[config.mk]
export PLATFORM = sky130hd
export DESIGN_NAME = ddr3_burst_ctrl_flat
export DESIGN_NICKNAME = d
export VERILOG_FILES = /design/src/rtl/ddr3_if_pkg.sv /design/src/rtl/ddr3_burst_ctrl_if.sv /design/src/rtl/ddr3_burst_ctrl_ch_addr_gen.sv /design/src/rtl/ddr3_burst_ctrl.sv /design/src/flat_wrapper.sv
export SDC_FILE = /design/constraint.sdc
export NUM_CORES = 1
export LEC_CHECK = 0
export CELL_PAD_IN_SITES_DETAIL_PLACEMENT = 1
export CELL_PAD_IN_SITES_GLOBAL_PLACEMENT = 2
export CORE_MARGIN = 2
export CORE_UTILIZATION = 32
export CTS_CLUSTER_SIZE = 20
export DETAILED_ROUTE_END_ITERATION = 6
export PLACE_DENSITY_LB_ADDON = 0.1
export SYNTH_ARGS = -nofsm -noshare
export SYNTH_HDL_FRONTEND = slang
export SYNTH_HIERARCHICAL = 1
export SYNTH_SLANG_ARGS = --single-unit
[constraint.sdc]
create_clock -name clk -period 2.5 [get_ports clk]
set_input_delay 0.75 -clock clk [delete_from_list [all_inputs] [get_ports clk]]
set_output_delay 0.75 -clock clk [all_outputs]
set_load 0.05 [all_outputs]
[src/rtl/ddr3_if_pkg.sv]
// Shared types and default constants for the DDR3 burst sequencer.
`timescale 1ns/1ps
package ddr3_if_pkg;

   typedef enum logic [2:0] {
      ST_IDLE  = 3'd0,
      ST_ADDR  = 3'd1,
      ST_WDATA = 3'd2,
      ST_RDATA = 3'd3,
      ST_DONE  = 3'd4
   } state_e;

   localparam int NUM_CH         = 4;
   localparam int AXI_LEN_W      = 8;
   localparam int DEF_ADDR_W     = 28;
   localparam int DEF_BURST_LEN  = 16;
   localparam int DEF_ADDR_STEP  = 128;
   localparam int DEF_FRAME_SPAN = 2097152;
   localparam int DEF_CH_STRIDE  = 2097152;

   // AXI len encoding of a burst of the given beat count.
   function automatic logic [AXI_LEN_W-1:0] axi_len(input int beats);
      return AXI_LEN_W'(beats - 1);
   endfunction

endpackage

[src/rtl/ddr3_burst_ctrl_if.sv]
// Channel/arbiter/AXI bundle between the burst sequencer and its environment.
`timescale 1ns/1ps
interface ddr3_burst_ctrl_if #(
   parameter int ADDR_W = 28
) ();
   import ddr3_if_pkg::*;

   logic [NUM_CH-1:0]    ch_req;
   logic [NUM_CH-1:0]    ch_frame_rst;
   logic [NUM_CH-1:0]    arb_req;
   logic [NUM_CH-1:0]    arb_grant;
   logic [NUM_CH-1:0]    ch_data_en;
   logic [NUM_CH-1:0]    ch_ack;
   logic [ADDR_W-1:0]    axi_awaddr;
   logic [ADDR_W-1:0]    axi_araddr;
   logic [AXI_LEN_W-1:0] axi_awlen;
   logic [AXI_LEN_W-1:0] axi_arlen;
   logic                 axi_awvalid;
   logic                 axi_arvalid;
   logic                 axi_awready;
   logic                 axi_arready;
   logic                 axi_wvalid;
   logic                 axi_wlast;
   logic                 axi_wready;
   logic                 axi_rvalid;
   logic                 axi_rlast;
   logic                 busy;

   modport master (
      input  ch_req, ch_frame_rst, arb_grant,
      input  axi_awready, axi_arready, axi_wready, axi_rvalid, axi_rlast,
      output arb_req, ch_data_en, ch_ack,
      output axi_awaddr, axi_araddr, axi_awlen, axi_arlen,
      output axi_awvalid, axi_arvalid, axi_wvalid, axi_wlast, busy
   );

   modport slave (
      output ch_req, ch_frame_rst, arb_grant,
      output axi_awready, axi_arready, axi_wready, axi_rvalid, axi_rlast,
      input  arb_req, ch_data_en, ch_ack,
      input  axi_awaddr, axi_araddr, axi_awlen, axi_arlen,
      input  axi_awvalid, axi_arvalid, axi_wvalid, axi_wlast, busy
   );

endinterface

[src/rtl/ddr3_burst_ctrl_ch_addr_gen.sv]
// Per-channel frame-buffer pointer: advances one step per burst, wraps at the
// end of the channel's span, and snaps back to base on a frame reset.
`timescale 1ns/1ps
module ch_addr_gen #(
   parameter int                ADDR_W = 28,
   parameter logic [ADDR_W-1:0] BASE   = '0,
   parameter int                SPAN   = 2097152,
   parameter int                STEP   = 128
) (
   input  logic              i_clk,
   input  logic              i_rst_n,
   input  logic              i_frame_rst,
   input  logic              i_advance,
   output logic [ADDR_W-1:0] o_ptr
);
   localparam int              W1    = ADDR_W + 1;
   localparam logic [W1-1:0]   LIMIT = {1'b0, BASE} + W1'(SPAN);

   logic [ADDR_W-1:0] r_ptr;
   logic [W1-1:0]     w_next;

   // One extra bit so the limit compare cannot overflow at the top channel.
   assign w_next = {1'b0, r_ptr} + W1'(STEP);
   assign o_ptr  = r_ptr;

   // Pointer register; frame reset takes priority over a same-cycle advance.
   always_ff @(posedge i_clk or negedge i_rst_n) begin
      if (!i_rst_n) begin
         r_ptr <= BASE;
      end else if (i_frame_rst) begin
         r_ptr <= BASE;
      end else if (i_advance) begin
         r_ptr <= (w_next >= LIMIT) ? BASE : w_next[ADDR_W-1:0];
      end else begin
         r_ptr <= r_ptr;
      end
   end

endmodule

[src/rtl/ddr3_burst_ctrl.sv]
// Burst sequencer: takes one arbiter grant, runs one fixed-length AXI burst
// for that channel, then acks the channel and advances its frame pointer.
`timescale 1ns/1ps
module ddr3_burst_ctrl
   import ddr3_if_pkg::*;
#(
   parameter int          ADDR_W     = DEF_ADDR_W,
   parameter int          BURST_LEN  = DEF_BURST_LEN,
   parameter int          ADDR_STEP  = DEF_ADDR_STEP,
   parameter int          FRAME_SPAN = DEF_FRAME_SPAN,
   parameter int          CH_STRIDE  = DEF_CH_STRIDE,
   parameter logic [3:0]  WR_MASK    = 4'b0011
) (
   input  logic             clk,
   input  logic             rst_n,
   ddr3_burst_ctrl_if.master bus
);
   localparam logic [AXI_LEN_W-1:0] BEAT_LAST = axi_len(BURST_LEN);

   state_e               r_state;
   logic [NUM_CH-1:0]    r_sel;
   logic [AXI_LEN_W-1:0] r_cnt;
   logic [ADDR_W-1:0]    r_addr;
   logic                 r_awvalid;
   logic                 r_arvalid;
   logic                 r_wvalid;
   logic                 r_wlast;
   logic [NUM_CH-1:0]    r_ack;

   logic [ADDR_W-1:0]    w_ptr [NUM_CH];
   logic [ADDR_W-1:0]    w_grant_ptr;
   logic [NUM_CH-1:0]    w_advance;
   logic [NUM_CH-1:0]    w_data_en;
   logic                 w_grant_wr;

   assign w_advance  = r_sel & {NUM_CH{r_state == ST_DONE}};
   assign w_grant_wr = |(bus.arb_grant & WR_MASK);

   for (genvar g = 0; g < NUM_CH; g++) begin : g_ch
      localparam logic [ADDR_W-1:0] LP_BASE = ADDR_W'(g * CH_STRIDE);

      ch_addr_gen #(
         .ADDR_W (ADDR_W),
         .BASE   (LP_BASE),
         .SPAN   (FRAME_SPAN),
         .STEP   (ADDR_STEP)
      ) u_addr_gen (
         .i_clk       (clk),
         .i_rst_n     (rst_n),
         .i_frame_rst (bus.ch_frame_rst[g]),
         .i_advance   (w_advance[g]),
         .o_ptr       (w_ptr[g])
      );
   end

   // Pointer of the granted channel; grant is one-hot so an OR-mux suffices.
   always_comb begin
      w_grant_ptr = '0;
      for (int i = 0; i < NUM_CH; i++) begin
         w_grant_ptr = w_grant_ptr | (w_ptr[i] & {ADDR_W{bus.arb_grant[i]}});
      end
   end

   // Per-beat strobe to the owning channel, straight from the AXI handshake.
   always_comb begin
      w_data_en = '0;
      case (r_state)
         ST_WDATA: w_data_en = r_sel & {NUM_CH{r_wvalid & bus.axi_wready}};
         ST_RDATA: w_data_en = r_sel & {NUM_CH{bus.axi_rvalid}};
         default:  w_data_en = '0;
      endcase
   end

   // Burst FSM with registered AXI valids, wlast and ack.
   always_ff @(posedge clk or negedge rst_n) begin
      if (!rst_n) begin
         r_state   <= ST_IDLE;
         r_sel     <= '0;
         r_cnt     <= '0;
         r_addr    <= '0;
         r_awvalid <= 1'b0;
         r_arvalid <= 1'b0;
         r_wvalid  <= 1'b0;
         r_wlast   <= 1'b0;
         r_ack     <= '0;
      end else begin
         case (r_state)
            ST_IDLE: begin
               if (|bus.arb_grant) begin
                  r_sel     <= bus.arb_grant;
                  r_addr    <= w_grant_ptr;
                  r_awvalid <= w_grant_wr;
                  r_arvalid <= ~w_grant_wr;
                  r_state   <= ST_ADDR;
               end
            end
            ST_ADDR: begin
               if (r_awvalid && bus.axi_awready) begin
                  r_awvalid <= 1'b0;
                  r_wvalid  <= 1'b1;
                  r_wlast   <= 1'b0;
                  r_cnt     <= '0;
                  r_state   <= ST_WDATA;
               end else if (r_arvalid && bus.axi_arready) begin
                  r_arvalid <= 1'b0;
                  r_cnt     <= '0;
                  r_state   <= ST_RDATA;
               end
            end
            ST_WDATA: begin
               if (bus.axi_wready) begin
                  if (r_cnt == BEAT_LAST) begin
                     r_wvalid <= 1'b0;
                     r_wlast  <= 1'b0;
                     r_ack    <= r_sel;
                     r_state  <= ST_DONE;
                  end else begin
                     r_cnt   <= r_cnt + 8'd1;
                     r_wlast <= ((r_cnt + 8'd1) == BEAT_LAST);
                  end
               end
            end
            ST_RDATA: begin
               // A missing rlast is tolerated: the beat count closes the burst.
               if (bus.axi_rvalid) begin
                  if (bus.axi_rlast || (r_cnt == BEAT_LAST)) begin
                     r_ack   <= r_sel;
                     r_state <= ST_DONE;
                  end else begin
                     r_cnt <= r_cnt + 8'd1;
                  end
               end
            end
            ST_DONE: begin
               r_ack   <= '0;
               r_state <= ST_IDLE;
            end
            default: begin
               r_state <= ST_IDLE;
            end
         endcase
      end
   end

   assign bus.arb_req     = (r_state == ST_IDLE) ? bus.ch_req : '0;
   assign bus.ch_data_en  = w_data_en;
   assign bus.ch_ack      = r_ack;
   assign bus.axi_awaddr  = r_addr;
   assign bus.axi_araddr  = r_addr;
   assign bus.axi_awlen   = BEAT_LAST;
   assign bus.axi_arlen   = BEAT_LAST;
   assign bus.axi_awvalid = r_awvalid;
   assign bus.axi_arvalid = r_arvalid;
   assign bus.axi_wvalid  = r_wvalid;
   assign bus.axi_wlast   = r_wlast;
   assign bus.busy        = (r_state != ST_IDLE);

endmodule

[src/flat_wrapper.sv]
// flat-port wrapper written by rule: the top's interface ports become plain ports
module ddr3_burst_ctrl_flat import ddr3_if_pkg::*;
#(
   parameter int          ADDR_W     = DEF_ADDR_W,
   parameter int          BURST_LEN  = DEF_BURST_LEN,
   parameter int          ADDR_STEP  = DEF_ADDR_STEP,
   parameter int          FRAME_SPAN = DEF_FRAME_SPAN,
   parameter int          CH_STRIDE  = DEF_CH_STRIDE,
   parameter logic [3:0]  WR_MASK    = 4'b0011
)
  (clk, rst_n, bus_ch_req, bus_ch_frame_rst, bus_arb_grant, bus_axi_awready, bus_axi_arready, bus_axi_wready, bus_axi_rvalid, bus_axi_rlast, bus_arb_req, bus_ch_data_en, bus_ch_ack, bus_axi_awaddr, bus_axi_araddr, bus_axi_awlen, bus_axi_arlen, bus_axi_awvalid, bus_axi_arvalid, bus_axi_wvalid, bus_axi_wlast, bus_busy);
  ddr3_burst_ctrl_if #(.ADDR_W(ADDR_W)) bus_i ();
  input  logic clk;
  input  logic rst_n;
  input wire logic [$bits(bus_i.ch_req)-1:0] bus_ch_req;
  input wire logic [$bits(bus_i.ch_frame_rst)-1:0] bus_ch_frame_rst;
  input wire logic [$bits(bus_i.arb_grant)-1:0] bus_arb_grant;
  input wire logic [$bits(bus_i.axi_awready)-1:0] bus_axi_awready;
  input wire logic [$bits(bus_i.axi_arready)-1:0] bus_axi_arready;
  input wire logic [$bits(bus_i.axi_wready)-1:0] bus_axi_wready;
  input wire logic [$bits(bus_i.axi_rvalid)-1:0] bus_axi_rvalid;
  input wire logic [$bits(bus_i.axi_rlast)-1:0] bus_axi_rlast;
  output wire logic [$bits(bus_i.arb_req)-1:0] bus_arb_req;
  output wire logic [$bits(bus_i.ch_data_en)-1:0] bus_ch_data_en;
  output wire logic [$bits(bus_i.ch_ack)-1:0] bus_ch_ack;
  output wire logic [$bits(bus_i.axi_awaddr)-1:0] bus_axi_awaddr;
  output wire logic [$bits(bus_i.axi_araddr)-1:0] bus_axi_araddr;
  output wire logic [$bits(bus_i.axi_awlen)-1:0] bus_axi_awlen;
  output wire logic [$bits(bus_i.axi_arlen)-1:0] bus_axi_arlen;
  output wire logic [$bits(bus_i.axi_awvalid)-1:0] bus_axi_awvalid;
  output wire logic [$bits(bus_i.axi_arvalid)-1:0] bus_axi_arvalid;
  output wire logic [$bits(bus_i.axi_wvalid)-1:0] bus_axi_wvalid;
  output wire logic [$bits(bus_i.axi_wlast)-1:0] bus_axi_wlast;
  output wire logic [$bits(bus_i.busy)-1:0] bus_busy;
  assign bus_i.ch_req = bus_ch_req;
  assign bus_i.ch_frame_rst = bus_ch_frame_rst;
  assign bus_i.arb_grant = bus_arb_grant;
  assign bus_i.axi_awready = bus_axi_awready;
  assign bus_i.axi_arready = bus_axi_arready;
  assign bus_i.axi_wready = bus_axi_wready;
  assign bus_i.axi_rvalid = bus_axi_rvalid;
  assign bus_i.axi_rlast = bus_axi_rlast;
  assign bus_arb_req = bus_i.arb_req;
  assign bus_ch_data_en = bus_i.ch_data_en;
  assign bus_ch_ack = bus_i.ch_ack;
  assign bus_axi_awaddr = bus_i.axi_awaddr;
  assign bus_axi_araddr = bus_i.axi_araddr;
  assign bus_axi_awlen = bus_i.axi_awlen;
  assign bus_axi_arlen = bus_i.axi_arlen;
  assign bus_axi_awvalid = bus_i.axi_awvalid;
  assign bus_axi_arvalid = bus_i.axi_arvalid;
  assign bus_axi_wvalid = bus_i.axi_wvalid;
  assign bus_axi_wlast = bus_i.axi_wlast;
  assign bus_busy = bus_i.busy;
  ddr3_burst_ctrl #(.ADDR_W(ADDR_W), .BURST_LEN(BURST_LEN), .ADDR_STEP(ADDR_STEP), .FRAME_SPAN(FRAME_SPAN), .CH_STRIDE(CH_STRIDE), .WR_MASK(WR_MASK)) u_core (.clk(clk), .rst_n(rst_n), .bus(bus_i));
endmodule
# After elaboration in Yosys (flattened, before gate mapping)
# Cells that the tools add are included.
[totals] ff_bits=163 input_bits=19 output_inout_bits=89 word_cells=122
[classes] add_sub_neg=5 magnitude_cmp=4 n_eq_ne=17 muxes=48 n_bitwise=12 reduce_logical=23
[ops] operator="$mux W28" n=12
[ops] operator="$add A28 B8 Y29 const B" n=4
[ops] operator="$and A28 B28 Y28" n=4
[ops] operator="$or A28 B28 Y28" n=3
[ops] operator="$ge A29 B23 Y1 const B" n=2
[ops] operator="$mux W8" n=6
[ops] operator="$ge A29 B22 Y1 const B" n=1
[ops] operator="$ge A29 B24 Y1 const B" n=1
[ops] operator="$pmux W8 S3" n=1
[ops] operator="$mux W3" n=7
[ops] operator="$mux W4" n=5
[ops] operator="$eq A8 B4 Y1 const B" n=2
[ops] operator="$and A4 B4 Y4" n=3
[ops] operator="$pmux W3 S4" n=1
[ops] operator="$pmux W4 S3" n=1
[ops] operator="$reduce_and A6 Y1" n=2
[ops] operator="$reduce_bool A2 Y1" n=6
[ops] operator="$mux W1" n=10
[ops] operator="$ne A2 B1 Y1 const B" n=5
[ops] operator="$ne A2 B2 Y1 const B" n=5
[ops] operator="$reduce_bool A3 Y1" n=3
[ops] operator="$add A8 B1 Y8 const B" n=1
[ops] operator="$pmux W1 S2" n=4
[ops] operator="$pmux W4 S2" n=1
[ops] operator="other kinds (15)" n=19

# Longest topological paths before layout
# Gate-level depths: netlist of run 1.
[logic_depth] ltp_word=5 mapped_depth=9 mapped_depth_nobuf=8

# Cells and area by module
# Netlist of run 1, hierarchy kept.
[modules_own_cells] mod="ddr3_burst_ctrl" instances=1 cells_each=373 area_per_inst_um2=3358.2 seq_area_each_um2=1276.2
[modules_own_cells] mod="ch_addr_gen at u_core.g_ch[0].u_addr_gen" instances=1 cells_each=156 area_per_inst_um2=1437.6 seq_area_each_um2=525.5
[modules_own_cells] mod="ch_addr_gen at u_core.g_ch[3].u_addr_gen" instances=1 cells_each=165 area_per_inst_um2=1407.6 seq_area_each_um2=528.0
[modules_own_cells] mod="ch_addr_gen at u_core.g_ch[2].u_addr_gen" instances=1 cells_each=160 area_per_inst_um2=1398.8 seq_area_each_um2=526.8
[modules_own_cells] mod="ch_addr_gen at u_core.g_ch[1].u_addr_gen" instances=1 cells_each=121 area_per_inst_um2=1162.4 seq_area_each_um2=526.8

# Worst setup path before layout of run 1
# OpenSTA, ideal clock, no wires.
[synth_path] kind="flip-flop to flip-flop" start="register u_core.r_state[1]" end="register u_core.g_ch[1].u_addr_gen.r_ptr[18]" setup_time_ns=0.068 arrival_time_ns=2.392 setup_slack_ns=0.040 stages_incl_launch_ff=9 period_less_slack_ns=2.460 cell_sequence="dfrtp_1 -> buf_4 -> nor2_1 -> and3_1 -> or4b_4 -> nor4_2 -> mux2i_1 -> or4_1 -> nand3_1"
[synth_between] elab_chain_len=3
[synth_lines] item="from (decl)" line_no="ddr3_burst_ctrl.sv:20" rtl="state_e r_state;"
[synth_lines] item="from (signal assigned)" line_no="ddr3_burst_ctrl.sv:77" rtl="r_state <= ST_IDLE;"
[synth_lines] item="from (signal assigned)" line_no="ddr3_burst_ctrl.sv:94" rtl="r_state <= ST_ADDR;"
[synth_lines] item="from (signal assigned)" line_no="ddr3_burst_ctrl.sv:103" rtl="r_state <= ST_WDATA;"
[synth_lines] item="$eq A3 B3 Y1" line_no="ddr3_burst_ctrl.sv:36" rtl="assign w_advance = r_sel & {NUM_CH{r_state == ST_DONE}};"
[synth_lines] item="$and A4 B4 Y4" line_no="ddr3_burst_ctrl.sv:36"
[synth_lines] item="net u_core.w_advance[1]" line_no="ddr3_burst_ctrl.sv:32" rtl="logic [NUM_CH-1:0] w_advance;"
[synth_lines] item="$reduce_bool A2 Y1 (no line)"
[synth_lines] item="to (signal assigned)" line_no="ddr3_burst_ctrl_ch_addr_gen.sv:33" rtl="r_ptr <= (w_next >= LIMIT) ? BASE : w_next[ADDR_W-1:0];"
[synth_lines] item="to (signal assigned)" line_no="ddr3_burst_ctrl_ch_addr_gen.sv:35" rtl="r_ptr <= r_ptr;"
[synth_lines] item="to (decl)" line_no="ddr3_burst_ctrl_ch_addr_gen.sv:19" rtl="logic [ADDR_W-1:0] r_ptr;"
# The timed path passes the listed nets, and every way through them passes these cells.
# A chain may end at the register's enable or synchronous reset.

# Worst setup path after layout of run 1
[layout_path] start="register u_core.r_addr[18], in the netlist u_core/bus.axi_araddr[18]" end="output port bus_axi_araddr[18]"
[layout_rtl] item="from (decl)" line_no="ddr3_burst_ctrl.sv:23" rtl="logic [ADDR_W-1:0] r_addr;"
[layout_rtl] item="from (signal assigned)" line_no="ddr3_burst_ctrl.sv:91" rtl="r_addr <= w_grant_ptr;"
[layout_rtl] item="to (decl)" line_no="flat_wrapper.sv:27" rtl="output wire logic [$bits(bus_i.axi_araddr)-1:0] bus_axi_araddr;"
# No word-level cell between the ends.

==> results of run 1 <==
[synthesized netlist by cell type, drive strengths merged, types with 6 or more instances]
library cell / instances / area (µm²)
nor3: 18 / 113
nand4: 35 / 253
ha: 6 / 75.1
dfrtp: 131 / 3280
clkbuf: 28 / 105
a22oi: 57 / 428
conb: 6 / 22.5
a31oi: 55 / 344
nor4: 21 / 201
or2: 8 / 52.6
inv: 14 / 52.6
a21o: 11 / 82.6
nor2b: 12 / 75.1
nand3: 42 / 220
nor3b: 11 / 87.6
a21oi: 30 / 165
or3: 6 / 43.8
nand2b: 22 / 140
and3: 22 / 138
o221ai: 7 / 61.3
nand4b: 8 / 70.1
buf: 97 / 722
o21ai: 49 / 249
nor2: 71 / 272
and2: 38 / 239
nand2: 68 / 255
o211ai: 20 / 184
o21a: 6 / 45.0
and4: 9 / 78.8
[flip-flops by register name (all words and copies together), names as in the netlist, 3 cells and up]
signal,flops
u_core/bus.ch_ack,4
u_core/r_state,3
u_core/g_ch.u_addr_gen/o_ptr,84
u_core/bus.axi_araddr,28
u_core/r_sel,4
u_core/r_cnt,8
[worst max path at each step]
stage | from | end | cells after the start
6_report | u_core/bus.axi_araddr[18]$_DFFE_PN0P_ | bus_axi_araddr[18] | 1
3_3_place_gp | bus_ch_frame_rst[1] | u_core/g_ch[1].u_addr_gen/o_ptr[17]$_DFFE_PN0P_ | 6
3_5_place_dp | bus_axi_wready | bus_ch_data_en[0] | 6
4_1_cts | u_core/r_state[2]$_DFFE_PN0P_ | bus_ch_data_en[0] | 5
2_1_floorplan | u_core/r_state[1]$_DFFE_PN0P_ | u_core/g_ch[1].u_addr_gen/o_ptr[18]$_DFFE_PN0P_ | 8
5_1_grt | u_core/r_state[1]$_DFFE_PN0P_ | u_core/g_ch[1].u_addr_gen/o_ptr[18]$_DFFE_PN0P_ | 7
[placed cells by master (no fill, tap or decap), types with 5 or more instances in the layout]
cell	n
nand2_1	68
nor4_1	14
nor2b_1	11
nand3_1	40
or2_2	5
nor2_1	67
xnor2_1	5
buf_4	81
nand4b_1	8
nor4b_1	5
o21a_1	6
a22oi_1	56
nor3b_1	10
ha_1	5
mux2i_1	5
inv_1	13
a21o_1	11
dfrtp_1	129
buf_12	16
o21ai_0	27
clkbuf_16	17
o221ai_1	7
o211ai_1	15
nor4_4	5
nand4_1	31
a21oi_1	26
and2_1	33
and3_1	21
conb_1	44
clkdlybuf4s50_1	78
a31oi_1	55
nand2b_1	21
nor3_1	16
o21ai_1	21
and4_1	9
[metal layers]
metal | track usage | vias up | wire (µm)
met1 | 0.286 | 3899 | 13800
met2 | 0.340 | 119 | 13700
met5 | 0 | - | 0
met4 | 0.0420 | 0 | 229
met3 | 0.0292 | 11 | 673
li1 | - | 3737 | -
[what timing repair did]
| action | in CTS | in global routing |
|---|---|---|
| endpoints found under the hold margin | 0 | 0 |
| pin swaps | 1 | 1 |
| buffers inserted | 1 | 1 |
| gates resized for setup | 9 | 17 |
| setup endpoints to repair | 4 | 33 |
[power by group]
group | internal, µW | switching [µW] | leakage (µW) | total, µW
Combinational | 1780 | 3270 | 0.00241 | 5050
Clock | 1610 | 975 | 0.000279 | 2590
Sequential | 2610 | 480 | 0.00176 | 3080
Total | 6000 | 4720 | 0.00445 | 10700
[kinds of logic after synthesis]
logic type | synth area share
multiplexers | 0.0113
adder cells (fa/ha/maj) | 0.00857
AND/OR/NAND/NOR | 0.273
other | 0.00257
flip-flops | 0.386
buffers and inverters | 0.101
XOR/XNOR | 0.00899
AO/OA/AOI/OAI | 0.209
[per-stage QoR]
stage | std cells | hold WS, ns | power [µW] | instance area [µm²]
floorplan | 1013 | 0.454 | 6530 | 8910
global placement | 1406 | 0.488 | 8090 | 10200
detailed placement | 1406 | 0.503 | 8130 | 10200
CTS | 1438 | 0.246 | 10800 | 10900
global route | 1439 | 0.253 | 11300 | 10900
finish | 1439 | 0.235 | 10700 | 10900
[cell type report]
type / count / area (µm²)
flip-flops and latches: 135 / 3390
repair buffers: 179 / 1750
fillers: 3120 / 16000
clock buffers: 23 / 468
clock inverters: 8 / 123
multi-input cells: 737 / 4710
inverters: 16 / 63.8
well taps: 341 / 427
==> flow_summary.yaml, run 1 <==
critical_path:
  cp_slowest_stage_delay_ns: 0.85
  end_kind: "output port"
  worst-r2r-setup-slack_ns: 0.08
  cp_data_required_time_ns: 1.75
  cp_max_fo: 3
  crit_chain: "clkdlybuf4s50_1"
  crit_path_start_kind: "flop"
  rr_endpoint: "u_core/g_ch[1].u_addr_gen/o_ptr[18]$_DFFE_PN0P_"
  cp.arrival_ns: 1.71
  critPathBufInv: 1
  path_class: "reg -> out"
  reg2reg_from: "u_core/r_state[1]$_DFFE_PN0P_"
  critPathSlowestCell: "clkdlybuf4s50_1"
  ff2ff_path_depth: 7
  cpLargestDelayFamily: "buffers and inverters"
timing:
  finClkSkew_ns: 0.0100
  hold_viol: 0
  layout_min_cycle_time_ns: 2.46
  finalCritPeriodShare: 0.984
  slew_viol_final: 0
  max_freq_mhz: 406
  timing.slew.headroom: 0.571
  setup_ws_ns: 0.0393
  tns_ns: 0
  tightest_slew_ns: 0.640
  setup_viol: 0
floorplan:
  dieArea_mm2: 0.0287
  die_w_um: 169
  start_util: 0.325
  die_y_um: 169
  ios: 108
  core_mm2: 0.0270
  num_rows: 60
job:
  maxCapViolCount: 0
yosys:
  async_reset_ff_frac: 1.00
  synth_warnings: 6
  ys_types: 85
  syn_inst: 975
  synth-seq-cells: 135
  synth.avg_cell_area_um2: 8.99
  synth_seq_area_share: 0.386
  synth_area_mm2: 0.00876
  synth_edf_count: 0
  yosys_most_used_dff: "dfrtp_1"
place:
  port_buffers: 91
  hpwlAfterDp_mm: 21.1
  place_ws_ns: -0.296
  gp_congestion: 0.801
clock_network:
  cts_made_buffers: 17
  clk_pin_slew_ns: 0.06
  cts.path.max_buffers: 2
  holdBufCountCts: 0
  htree_levels: 4
  clockRootBuffer: "clkbuf_16"
  clk_latency_ns: 0.42
  cts_tree: "built"
  cts_sinks: 135
status:
  status: "finished, final reports clean"
global_route:
  grt_first_pass_wirelength_mm: 45.9
  groute.usage.overall: 0.205
  grt_max_degree: 44
  antenna_found_initial: 0
  grt_overflow: 0
  grt_pass1_vias: 7927
drt:
  wl_per_cell_um: 19.7
  drc: 0
  route.vias.total: 7766
  wirelength_mm: 28.3
  dr.pass1.iters: 5
  viasPerCell: 5.40
  drtIter0Drc: 385
  ant_nets: 0
power:
  powerDensity_mw_per_mm2: 981
  power.leakage_uw: 0.00445
  vdd_ir_drop_max_mv: 0.493
cells_and_area:
  area_growth_pct: 24.7
  nets: 1111
  drive_above_1_share: 0.175
  final_util: 0.406
  n_antenna_cell: 0
min_path:
  hold_path.class: "in -> async"
(Power assumes the default switching activity.)
==> run 2: changes to the inputs <==
--- a/config.mk
+++ b/config.mk
@@ -8,7 +8,7 @@
 export CELL_PAD_IN_SITES_DETAIL_PLACEMENT = 1
 export CELL_PAD_IN_SITES_GLOBAL_PLACEMENT = 2
 export CORE_MARGIN = 2
-export CORE_UTILIZATION = 32
+export CORE_UTILIZATION = 38
 export CTS_CLUSTER_SIZE = 20
 export DETAILED_ROUTE_END_ITERATION = 6
 export PLACE_DENSITY_LB_ADDON = 0.1
==> constraint.sdc (replaced) <==
create_clock -name clk -period 3 [get_ports clk]
set_input_delay 0.9 -clock clk [delete_from_list [all_inputs] [get_ports clk]]
set_output_delay 0.9 -clock clk [all_outputs]
set_load 0.05 [all_outputs]
==> flow_summary.yaml, run 2 (synthesized netlist as in run 1, its figures left out) <==
place:
  place_ws_ns: -0.0324
  gp_congestion: 0.772
  port_buffers: 91
  dp.cells: 1307
  place_area_mm2: 0.00978
  hpwlAfterDp_mm: 19.9
drt:
  viasPerCell: 5.81
  drtIter0Drc: 407
  dr.pass1.iters: 5
  drc: 0
  ant_nets: 0
  route.vias.total: 7784
  wl_per_cell_um: 20.7
  wirelength_mm: 27.8
critical_path:
  cp_max_fo: 4
  cp_slowest_stage_delay_ns: 0.49
  cpLargestDelayFamily: "buffers and inverters"
  crit_path_start_kind: "input port"
  critPathBufInv: 2
  crit_chain: "clkdlybuf4s50_1, a22oi_1, nor2_2, and2_4, buf_12"
  cp.arrival_ns: 1.95
  cp_data_required_time_ns: 2.10
  critPathSlowestCell: "clkdlybuf4s50_1"
  end_kind: "output port"
  path_class: "in -> out"
min_path:
  hold_path.class: "in -> async"
global_route:
  grt_first_pass_wirelength_mm: 44.3
  grt_overflow: 0
  grt_max_degree: 52
  groute.usage.overall: 0.234
  antenna_found_initial: 0
  grt_pass1_vias: 7605
cells_and_area:
  layout_commonest_cell: "dfrtp_1"
  n_antenna_cell: 0
  final_cell_mix: "131 x dfrtp_1, 80 x clkdlybuf4s50_1, 68 x nor2_1, 68 x nand2_1, 57 x a22oi_1"
  largest_reg_flops: 84
  nets: 1066
  area_growth_pct: 18.6
  layout.cells.non_filler: 1339
  finalInstanceArea_mm2: 0.0104
  drive_above_1_share: 0.131
clock_network:
  holdBufCountCts: 0
  cts_tree: "built"
  cts_made_buffers: 17
  clockRootBuffer: "clkbuf_16"
  clk_pin_slew_ns: 0.07
  cts_sinks: 135
  cts.path.max_buffers: 2
  cts_post_setup_buffers_inserted: 0
  htree_levels: 4
  clk_latency_ns: 0.43
timing:
  hold_viol: 0
  finalCritPeriodShare: 0.949
  layout_min_cycle_time_ns: 2.85
  max_freq_mhz: 351
  timing.slew.headroom: 0.263
  tightest_slew_ns: 1.10
  rsz0062_at_grt: "false"
  slew_viol_final: 0
  finClkSkew_ns: 0.0113
  setup_ws_ns: 0.154
  setup_viol: 0
floorplan:
  ios: 108
  dieArea_mm2: 0.0243
  die_y_um: 156
  num_rows: 55
  core_mm2: 0.0226
  start_util: 0.387
  die_w_um: 156
power:
  power.leakage_uw: 0.00418
  p_total_uw: 8790
  vdd_ir_drop_max_mv: 0.561
  powerDensity_mw_per_mm2: 845
status:
  status: "finished, final reports clean"
job:
  maxCapViolCount: 0
==> run 2: changes by cell type in the layout (fill, tap and decap cells not counted), sizes merged <==
cell,change
buf,-45
clkinvlp,-3
clkdlybuf4s50,+2
clkinv,+2
dlygate4sd2,-2
clkbuf,+1
inv,+1
==> run 2: routing by layer <==
layer	global-route usage	routed length, µm	vias to the layer above
met3	0.0325	937	30
met1	0.327	13300	3941
met4	0.0743	557	0
met2	0.374	13000	161
met5	0	0	-
li1	-	-	3652
==> run 2: final cells by class <==
class	count	area, µm²
fillers	2632	12200
multi-input cells	737	4660
flip-flops and latches	135	3380
repair buffers	134	1340
clock buffers	24	472
well taps	285	357
clock inverters	8	121
inverters	16	60.1
==> run 2: path summary, 6_finish.rpt <==
kind                                                                     start                                              end  slack, ns  cells after the start
worst max-delay path                                            bus_axi_rvalid                                bus_ch_data_en[2]       0.15                      5
worst min-delay path                                                     rst_n                      u_core/r_cnt[6]$_DFFE_PN0P_       0.42                      1
worst max register to register  u_core/g_ch[3].u_addr_gen/o_ptr[8]$_DFFE_PN0P_  u_core/g_ch[3].u_addr_gen/o_ptr[12]$_DFFE_PN0P_       0.37                      7
worst min register to register                u_core/bus.ch_ack[0]$_DFFE_PN0P_                 u_core/bus.ch_ack[0]$_DFFE_PN0P_       0.50                      1
max in group asynchronous                                                rst_n  u_core/g_ch[2].u_addr_gen/o_ptr[22]$_DFFE_PN1P_       1.84                      2
min in group clk                              u_core/bus.ch_ack[0]$_DFFE_PN0P_                 u_core/bus.ch_ack[0]$_DFFE_PN0P_       0.50                      1
==> run 2: metrics by stage <==
step | utilization | TNS (ns) | hold slack (ns)
2_1_floorplan | - | 0 | 0.460
4_1_cts | 0.459 | 0 | 0.442
6_report | 0.459 | 0 | 0.421
5_1_grt | 0.459 | 0 | 0.444
3_5_place_dp | 0.432 | -0.129 | 0.500
3_3_place_gp | 0.432 | -0.0209 | 0.481
==> run 2: worst reg2reg max path, stage by stage (launching register included) <==
cell and delay (ns):
dfrtp_1 0.48, ha_1 0.26, nand2_1 0.07, or4_1 0.65, nor3_4 0.28, a2bb2oi_4 0.23, nand3_1 0.26, o221ai_1 0.30
==> run 2: power breakdown <==
part           leakage, µW  total, µW  switching, µW  internal (µW)
Clock             0.000288       2170            821           1350
Combinational      0.00213       4000           2640           1360
Sequential         0.00177       2620            451           2170
Total              0.00418       8790           3910           4880
==> run 2: repair_timing <==
item	CTS	global route
pin swaps	1	1
hold endpoints to repair	0	0
resized for setup	7	1
endpoints found under the setup margin	4	4
==> run 3: changes to the inputs <==
--- a/config.mk
+++ b/config.mk
@@ -8,11 +8,10 @@
 export CELL_PAD_IN_SITES_DETAIL_PLACEMENT = 1
 export CELL_PAD_IN_SITES_GLOBAL_PLACEMENT = 2
 export CORE_MARGIN = 2
-export CORE_UTILIZATION = 38
+export CORE_UTILIZATION = 36
 export CTS_CLUSTER_SIZE = 20
 export DETAILED_ROUTE_END_ITERATION = 6
 export PLACE_DENSITY_LB_ADDON = 0.1
 export SYNTH_ARGS = -nofsm -noshare
 export SYNTH_HDL_FRONTEND = slang
-export SYNTH_HIERARCHICAL = 1
 export SYNTH_SLANG_ARGS = --single-unit
==> flow_summary.yaml, run 3 <==
yosys:
  synth.avg_cell_area_um2: 8.98
  yosysMostFrequentCell: "dfrtp_1"
  yosys_most_used_dff: "dfrtp_1"
  synth_seq_area_share: 0.433
  synthTopCellsByCount: "124 x dfrtp_1, 73 x nor2_1, 62 x nand2_1, 51 x buf_4, 51 x nand3_1"
  ys_top_cells_by_area: "dfrtp_1 42%, buf_4 5.2%, a22oi_1 4.4%"
  synth-seq-cells: 128
  synth_area_mm2: 0.00741
  async_reset_ff_frac: 1.00
  synth_warnings: 0
  ys_types: 69
  yosys.area.top_type: "dfrtp_1"
  yosys.area.top_type_share: 0.418
  syn_inst: 826
  synth_edf_count: 0
global_route:
  grt_overflow: 0
  grt_first_pass_wirelength_mm: 39.0
  antenna_found_initial: 0
  grt_pass1_vias: 6671
  groute.usage.overall: 0.231
  grt_max_degree: 69
floorplan:
  ios: 108
  num_rows: 52
  dieArea_mm2: 0.0218
  start_util: 0.366
  core_mm2: 0.0202
  die_w_um: 148
  die_y_um: 148
timing:
  timing.slew.headroom: 0.338
  whs_ns: 0.355
  finalCritPeriodShare: 0.974
  finClkSkew_ns: 0.0109
  slew_viol_final: 0
  setup_viol: 0
  tightest_slew_ns: 0.990
  layout_min_cycle_time_ns: 2.92
  hold_viol: 0
  rsz0062_at_grt: "true"
  max_freq_mhz: 342
critical_path:
  ff2ff_path_depth: 9
  crit_path_start_kind: "input port"
  reg2reg_from: "u_core.g_ch[1].u_addr_gen.o_ptr[7]$_DFFE_PN0P_"
  cp.arrival_ns: 2.02
  worst-r2r-setup-slack_ns: 0.17
  end_kind: "output port"
  cp_data_required_time_ns: 2.10
  rr_endpoint: "u_core.g_ch[1].u_addr_gen.o_ptr[7]$_DFFE_PN0P_"
  cp_max_fo: 4
  cp_slowest_stage_delay_ns: 0.46
  cpLargestDelayFamily: "buffers and inverters"
  path_class: "in -> out"
  critPathBufInv: 2
  critPathSlowestCell: "clkdlybuf4s50_1"
  crit_chain: "clkdlybuf4s50_1, nand2_1, a21oi_2, and2_1, buf_12"
min_path:
  hold_path.class: "in -> async"
drt:
  ant_nets: 0
  wirelength_mm: 24.4
  drc: 0
  wl_per_cell_um: 20.9
  drtIter0Drc: 367
  viasPerCell: 5.75
  route.vias.total: 6707
  dr.pass1.iters: 5
power:
  comb_power_share: 0.424
  p_int_uw: 4290
  p_sw_frac: 0.431
  p_total_uw: 7530
  p_sw_uw: 3250
  clkPwrFrac: 0.268
  power.leakage_uw: 0.00384
  seqPwrFrac: 0.308
  powerDensity_mw_per_mm2: 842
  vdd_ir_drop_max_mv: 0.563
cells_and_area:
  nets: 908
  final_cell_mix: "124 x dfrtp_1, 72 x nor2_1, 67 x clkdlybuf4s50_1"
  drive_above_1_share: 0.0915
  area_growth_pct: 20.6
  fillers: 2303
  n_antenna_cell: 0
  multiInputGateArea_mm2: 0.00371
  ff_latch_area_mm2: 0.00321
  layout.cells.non_filler: 1166
  largest_reg_flops: 84
  layout_commonest_cell: "dfrtp_1"
  finalInstanceArea_mm2: 0.00894
clock_network:
  cts.path.max_buffers: 2
  cts_tree: "built"
  clockRootBuffer: "clkbuf_16"
  clk_pin_slew_ns: 0.06
  cts_sinks: 128
  htree_levels: 4
  clk_latency_ns: 0.42
  cts_made_buffers: 17
  cts_post_setup_buffers_inserted: 0
place:
  hpwlAfterDp_mm: 17.6
  gp_congestion: 0.833
  dp.cells: 1134
  place_area_mm2: 0.00836
  port_buffers: 77
status:
  status: "finished, final reports clean"
job:
  maxCapViolCount: 0
==> run 3: cell types whose count changed after synthesis, moves of 13 or more <==
cell      change
a31oi_1      -31
buf_4        -29
o21ai_1      -19
o31ai_1      +18
o21ai_0      +15
a22oi_1      -14
and2_1       -13
nand2b_1     -13
==> run 3: worst max path at each step <==
stage	start	cells after the start	slack [ns]	endpoint
2_1_floorplan	bus_axi_wready	3	0.49	bus_ch_data_en[0]
3_3_place_gp	bus_axi_wready	5	0.02	bus_ch_data_en[0]
3_5_place_dp	bus_axi_wready	5	-0.01	bus_ch_data_en[0]
4_1_cts	bus_axi_wready	5	0.05	bus_ch_data_en[0]
5_1_grt	bus_axi_rvalid	5	-0.03	bus_ch_data_en[0]
6_report	bus_axi_rvalid	5	0.08	bus_ch_data_en[0]
==> run 3: worst register-to-register path: stages, from the launching register on <==
cell	delay (ns)
dfrtp_1	0.46
ha_1	0.30
nand4_1	0.24
nor4_4	0.38
nand4bb_1	0.15
a311o_1	0.42
or2_4	0.32
nor3_4	0.12
buf_4	0.21
mux2_1	0.16
==> run 3: cell families after synthesis <==
logic type | after synthesis | share of synthesized area
flops | 128 | 0.433
mux | 13 | 0.0184
xor+xnor | 5 | 0.00591
fa+ha+maj | 6 | 0.0101
simple gates | 350 | 0.253
other cells | 2 | 0.00101
buf+inv | 110 | 0.0842
compound gates | 212 | 0.195
==> run 3: area by class of cell <==
cell class / count / share of cell area
clock inverters: 5 / 0.00602
clock buffers: 27 / 0.0574
inverters: 20 / 0.00840
multi-input cells: 616 / 0.415
flip-flops and latches: 128 / 0.359
repair buffers: 100 / 0.117
well taps: 270 / 0.0378
==> run 3: through the flow <==
stage,setup slack (ns),util,setup TNS (ns)
5_1_grt,-0.0340,0.442,-0.102
3_5_place_dp,-0.0118,0.413,-0.0214
3_3_place_gp,0.0171,0.413,0
6_report,0.0771,0.442,0
4_1_cts,0.0482,0.441,0
2_1_floorplan,0.488,-,0
==> run 3: power groups by stage <==
stage	clock network [µW]	logic (µW)	registers [µW]
global route	2130	3390	2360
CTS	2060	3230	2320
detailed placement	0	3210	2340
finish	2020	3200	2320
floorplan	0	1690	2860
global placement	0	3160	2330
==> run 3: what timing repair did <==
item	CTS	global route
pin swaps	0	1
setup endpoints to repair	4	7
resized for setup	1	2
hold buffers	0	0
==> run 3: routing by layer <==
metal | routed length (µm) | global-route usage | part of all wire
met2 | 11400 | 0.363 | 0.47
met5 | 0 | 0 | 0
met3 | 959 | 0.0395 | 0.039
met1 | 11400 | 0.322 | 0.47
met4 | 556 | 0.0841 | 0.023
